--- src/rtl/reg_status_file.sv ---
// Architectural register file with per-register rename status (busy + ROB tag).
// Resolves decoder source operands from the registers, a commit bypass, or the ROB.
module reg_status_file #(
    parameter int ROB_BIT = 3,
    parameter int REG_NUM = 32
) (
    input  logic               clk_in,
    input  logic               rst_in,
    input  logic               rdy_in,
    input  logic               clear_up,
    input  logic               issue_valid,
    input  logic [4:0]         issue_rd,
    input  logic [ROB_BIT-1:0] issue_rob_entry,
    input  logic               commit_valid,
    input  logic [4:0]         commit_rd,
    input  logic [ROB_BIT-1:0] commit_rob_entry,
    input  logic [31:0]        commit_value,
    input  logic [4:0]         rs1_id,
    input  logic [4:0]         rs2_id,
    output logic               op1_ready,
    output logic [31:0]        op1_value,
    output logic [ROB_BIT-1:0] op1_tag,
    output logic               op2_ready,
    output logic [31:0]        op2_value,
    output logic [ROB_BIT-1:0] op2_tag,
    output logic [ROB_BIT-1:0] get_rob_entry1,
    output logic [ROB_BIT-1:0] get_rob_entry2,
    input  logic               ready1,
    input  logic [31:0]        value1,
    input  logic               ready2,
    input  logic [31:0]        value2
);

    logic [31:0]        regs_q [REG_NUM];
    logic [31:0]        regs_d [REG_NUM];
    logic [REG_NUM-1:0] busy_q;
    logic [REG_NUM-1:0] busy_d;
    logic [ROB_BIT-1:0] tag_q  [REG_NUM];
    logic [ROB_BIT-1:0] tag_d  [REG_NUM];

    // Returns {ready, value}; lookup always uses the pre-issue state of the register.
    function automatic logic [32:0] resolve(
        input logic [4:0]         s,
        input logic               busy_s,
        input logic [ROB_BIT-1:0] tag_s,
        input logic [31:0]        reg_s,
        input logic               cm_valid,
        input logic [4:0]         cm_rd,
        input logic [ROB_BIT-1:0] cm_entry,
        input logic [31:0]        cm_value,
        input logic               rob_ready,
        input logic [31:0]        rob_value
    );
        if (s == 5'd0)
            return {1'b1, 32'd0};
        if (!busy_s)
            return {1'b1, reg_s};
        if (cm_valid && cm_rd == s && tag_s == cm_entry)
            return {1'b1, cm_value};
        if (rob_ready)
            return {1'b1, rob_value};
        return {1'b0, 32'd0};
    endfunction

    always_comb begin
        {op1_ready, op1_value} = resolve(rs1_id, busy_q[rs1_id], tag_q[rs1_id], regs_q[rs1_id],
                                         commit_valid, commit_rd, commit_rob_entry, commit_value,
                                         ready1, value1);
        {op2_ready, op2_value} = resolve(rs2_id, busy_q[rs2_id], tag_q[rs2_id], regs_q[rs2_id],
                                         commit_valid, commit_rd, commit_rob_entry, commit_value,
                                         ready2, value2);
        op1_tag        = tag_q[rs1_id];
        op2_tag        = tag_q[rs2_id];
        get_rob_entry1 = tag_q[rs1_id];
        get_rob_entry2 = tag_q[rs2_id];
    end

    // Commit is applied first so a same-cycle issue to the same register wins busy/tag.
    always_comb begin
        regs_d = regs_q;
        busy_d = busy_q;
        tag_d  = tag_q;
        if (rdy_in) begin
            if (commit_valid && commit_rd != 5'd0) begin
                regs_d[commit_rd] = commit_value;
                if (tag_q[commit_rd] == commit_rob_entry)
                    busy_d[commit_rd] = 1'b0;
            end
            if (clear_up) begin
                busy_d = '0;
                for (int i = 0; i < REG_NUM; i++)
                    tag_d[i] = '0;
            end else if (issue_valid && issue_rd != 5'd0) begin
                busy_d[issue_rd] = 1'b1;
                tag_d[issue_rd]  = issue_rob_entry;
            end
        end
    end

    always_ff @(posedge clk_in or negedge rst_in) begin
        if (!rst_in) begin
            busy_q <= '0;
            for (int i = 0; i < REG_NUM; i++) begin
                regs_q[i] <= '0;
                tag_q[i]  <= '0;
            end
        end else begin
            regs_q <= regs_d;
            busy_q <= busy_d;
            tag_q  <= tag_d;
        end
    end

endmodule

--- config.mk ---
export PLATFORM = sky130hd
export DESIGN_NAME = reg_status_file
export DESIGN_NICKNAME = d
export VERILOG_FILES = /design/src/rtl/reg_status_file.sv
export SDC_FILE = /design/constraint.sdc
export NUM_CORES = 2
export LEC_CHECK = 0
export ABC_AREA = 1
export BUFFER_PORTS_ARGS = -buffer_cell sky130_fd_sc_hd__buf_2
export CAP_MARGIN = 15
export CELL_PAD_IN_SITES_DETAIL_PLACEMENT = 1
export CELL_PAD_IN_SITES_GLOBAL_PLACEMENT = 1
export CORE_MARGIN = 2
export CORE_UTILIZATION = 35
export CTS_CLUSTER_SIZE = 10
export DETAILED_ROUTE_END_ITERATION = 12
export HOLD_SLACK_MARGIN = 0.06
export PLACE_DENSITY = 0.74
export SETUP_SLACK_MARGIN = 0.05
export SYNTH_ARGS = -nofsm -noshare
export SYNTH_HDL_FRONTEND = slang
export SYNTH_SLANG_ARGS = --single-unit
--- constraint.sdc ---
create_clock -name clk_in -period 4.6 [get_ports clk_in]
set_clock_uncertainty 0.2 [all_clocks]
set_input_delay 0.23 -clock clk_in [delete_from_list [all_inputs] [get_ports clk_in]]
set_output_delay 0.23 -clock clk_in [all_outputs]
set_load 0.005 [all_outputs]
==> impl_metrics.json <==
{
  "cts_sinks": 1152,
  "placed_cell_area_mm2": 0.0698,
  "fin_util_pct": 39.3,
  "cts_tree": "done",
  "combPwrFrac_pct": 18.3,
  "wire_per_inst_um": 27.3,
  "tns_ns": 0,
  "ctsRootBufferMaster": "clkbuf_16",
  "fill_cells": 23600,
  "ios": 208,
  "power.switching_mw": 9.33,
  "cts_buffers": 144,
  "pwr-share-clk_pct": 39.0,
  "switching_share_pct": 32.7,
  "seq_area_mm2": 0.0288,
  "required_ns": 4.17,
  "synth_warnings": 0,
  "rsz0062_at_grt": "false",
  "synth.distinct_cells": 43,
  "power_per_cell_area_mw_per_mm2": 382,
  "multiInputGateArea_mm2": 0.0324,
  "synth_compound_area_share_pct": 22.0,
  "grt_use_total_pct": 32.2,
  "grt_antenna_before_repair": 24,
  "cpLargestDelayFamily": "compound AO/OA/AOI/OAI gates",
  "synthMuxAreaShare_pct": 0.733,
  "outcome": "completed",
  "syn_area_per_cell_um2": 7.12,
  "die_h_um": 441,
  "grt_max_degree": 164,
  "core_mm2": 0.190,
  "power_mw": 28.6,
  "fin_crit_sh_pct": 91.2,
  "dp_hpwl_um": 195000,
  "crit_top_cell": "nor2_1",
  "cpPeakStageDelay_ns": 0.54,
  "final_cell_mix": "nand2_1 (2626), o21ai_0 (1425), dfrtp_1 (1152)",
  "cp-start-kind": "flip-flop",
  "dpl.cell_count": 11500,
  "p_leak_nw": 33.2,
  "fmax_mhz": 238,
  "final_area_mm2": 0.0747,
  "cp.arrival_ns": 3.77,
  "viasPerCell": 6.08,
  "ant_nets": 0,
  "power.internal_mw": 19.2,
  "grt_pass1_vias": 71500,
  "endpoint_kind": "output pin",
  "ys_seq_area_share_pct": 43.1,
  "min_period_ns": 4.20,
  "hold_ws_ns": 0.112,
  "slowest_stage": "nand2_4",
  "hold_class": "input port to async pin",
  "drt-initial-drc-count": 8059,
  "path_clk_slew_ns": 0.06,
  "cts_buffer_depth": 3,
  "crit_path_max_fanout": 37,
  "grt_pass1_wl_um": 473000,
  "final_common_cell": "nand2_1",
  "synth_area_mm2": 0.0669,
  "rows": 160,
  "grt-ovfl-total": 0,
  "port_buffers": 207,
  "drc": 0,
  "drive_above_1_share_pct": 7.86,
  "drt_wl_total_um": 320000,
  "cp_num_buf_inv": 3,
  "slew_violations": 0,
  "vias": 71400,
  "gp_congestion": 0.966,
  "post-place-ws_ns": 0.716,
  "timing.slew.headroom_pct": 15.4,
  "yosys.area_share.simple_pct": 25.3,
  "synthFlopType": "dfrtp_1",
  "synthAdderAreaFrac_pct": 0,
  "ir_worst_vdd_uv": 412,
  "layout.nets": 9284,
  "hold_viol_final": 0,
  "cp_num_cells": 11,
  "cts_setup_buffers": 0,
  "path_class": "flip-flop to output pin",
  "syn_nets": 9533,
  "start_util_pct": 35.2,
  "path_cells": "or2_2 > o21ai_0 > a221oi_1 > o211ai_1 > nand2_4 > buf_4 > nor2_1 > nor2_1 > nand2_1 > inv_1 > buf_2",
  "htreeDepth": 4,
  "power_frac_seq_pct": 42.7,
  "drv_cap": 0,
  "die_w_um": 441,
  "die_area_mm2": 0.195,
  "r2r_slack_ns": 0.90,
  "synthXorXnorAreaFrac_pct": 0.0262,
  "finalSetupViolCount": 0,
  "stdcell_count": 11700,
  "worst_slew_pin_slew_ns": 1.27,
  "synth_edf_count": 0,
  "synth_top_family_by_area": "simple AND/OR/NAND/NOR gates",
  "area_delta_synth_final_pct": 11.6,
  "synthCells": 9403,
  "synth_seq_cells": 1152,
  "async_flop_share_pct": 100,
  "fin_ws_ns": 0.404,
  "first_pass_iters": 6,
  "insertion_delay_ns": 0.82,
  "ff2ff_path_depth": 17
}
## sequential cells by signal, summed over array words and instances (netlist names)
name    cells
busy_q     32
regs_q   1024
tag_q      96
## power groups by stage
| stage | Combinational, mW | Sequential (mW) | Clock [mW] |
|---|---|---|---|
| floorplan | 3.21 | 12.1 | 0 |
| global placement | 4.88 | 12.2 | 0 |
| detailed placement | 5.07 | 12.3 | 0 |
| CTS | 5.13 | 12.2 | 11.2 |
| global route | 5.77 | 12.3 | 11.6 |
| finish | 5.22 | 12.2 | 11.1 |
## synth_stat cells (all sizes together), types with 6 or more instances
cell type  instances  share of area [%]
o31ai             14               0.16
nor2             630                3.6
nor3              15               0.12
buf              503                4.2
a22oi             39               0.44
clkbuf           365                2.0
a221oi            31               0.41
a32oi              8               0.10
nand4             86               0.80
a31oi            123                1.1
nand3            715                5.3
nand2           2662                 15
o311ai            83                1.1
inv              462                2.6
a21oi            703                5.3
o22ai             10              0.093
o211ai           109                1.2
nor4               6              0.056
o21ai           1564                 12
dfrtp           1152                 43
mux2i             49               0.73
o2111ai           17               0.22
or2               43               0.40
## worst min-delay path, cell delays in order
cell and delay, ns:
dlygate4sd3_1 0.57, buf_8 0.37, buf_16 0.37
## per-layer routing
metal | share of wire, % | wire (µm) | track usage [%]
met4 | 7.4 | 23700 | 21.1
met3 | 9.4 | 30200 | 7.16
met2 | 44 | 140000 | 49.4
met1 | 39 | 126000 | 40.9
met5 | 0.061 | 195 | 0
## cell type report
class                           instances  area share, %
Inverter                              463           2.37
Sequential cell                      1152           38.6
Timing Repair Buffer                  473           5.47
Clock inverter                         24          0.573
Tap cell                             2511           4.21
Antenna cell                            5         0.0167
Clock buffer                          197           5.36
Multi-Input combinational cell       6920           43.4
## final timing paths
path                                  start      endpoint
max                               busy_q[2]  op2_value[7]
max in group asynchronous            rst_in     tag_q[46]
max reg2reg                       tag_q[14]     busy_q[3]
min reg2reg                     regs_q[996]   regs_q[996]
min                                  rst_in     tag_q[10]
min in group clk_in        commit_value[11]    regs_q[75]
## cells by family after synthesis
group | count (synthesis)
AOI/OAI and AO/OA | 2711
xor gates and xnor gates | 2
DFF | 1152
buffers and inverters | 1331
muxes | 49
and+or+nand+nor | 4158
## repair_timing
action	4_1_cts	5_1_grt
hold buffers	43	1
gates resized for setup	0	0
endpoints found under the hold margin	695	31
Power figures use the tool's default switching activity.
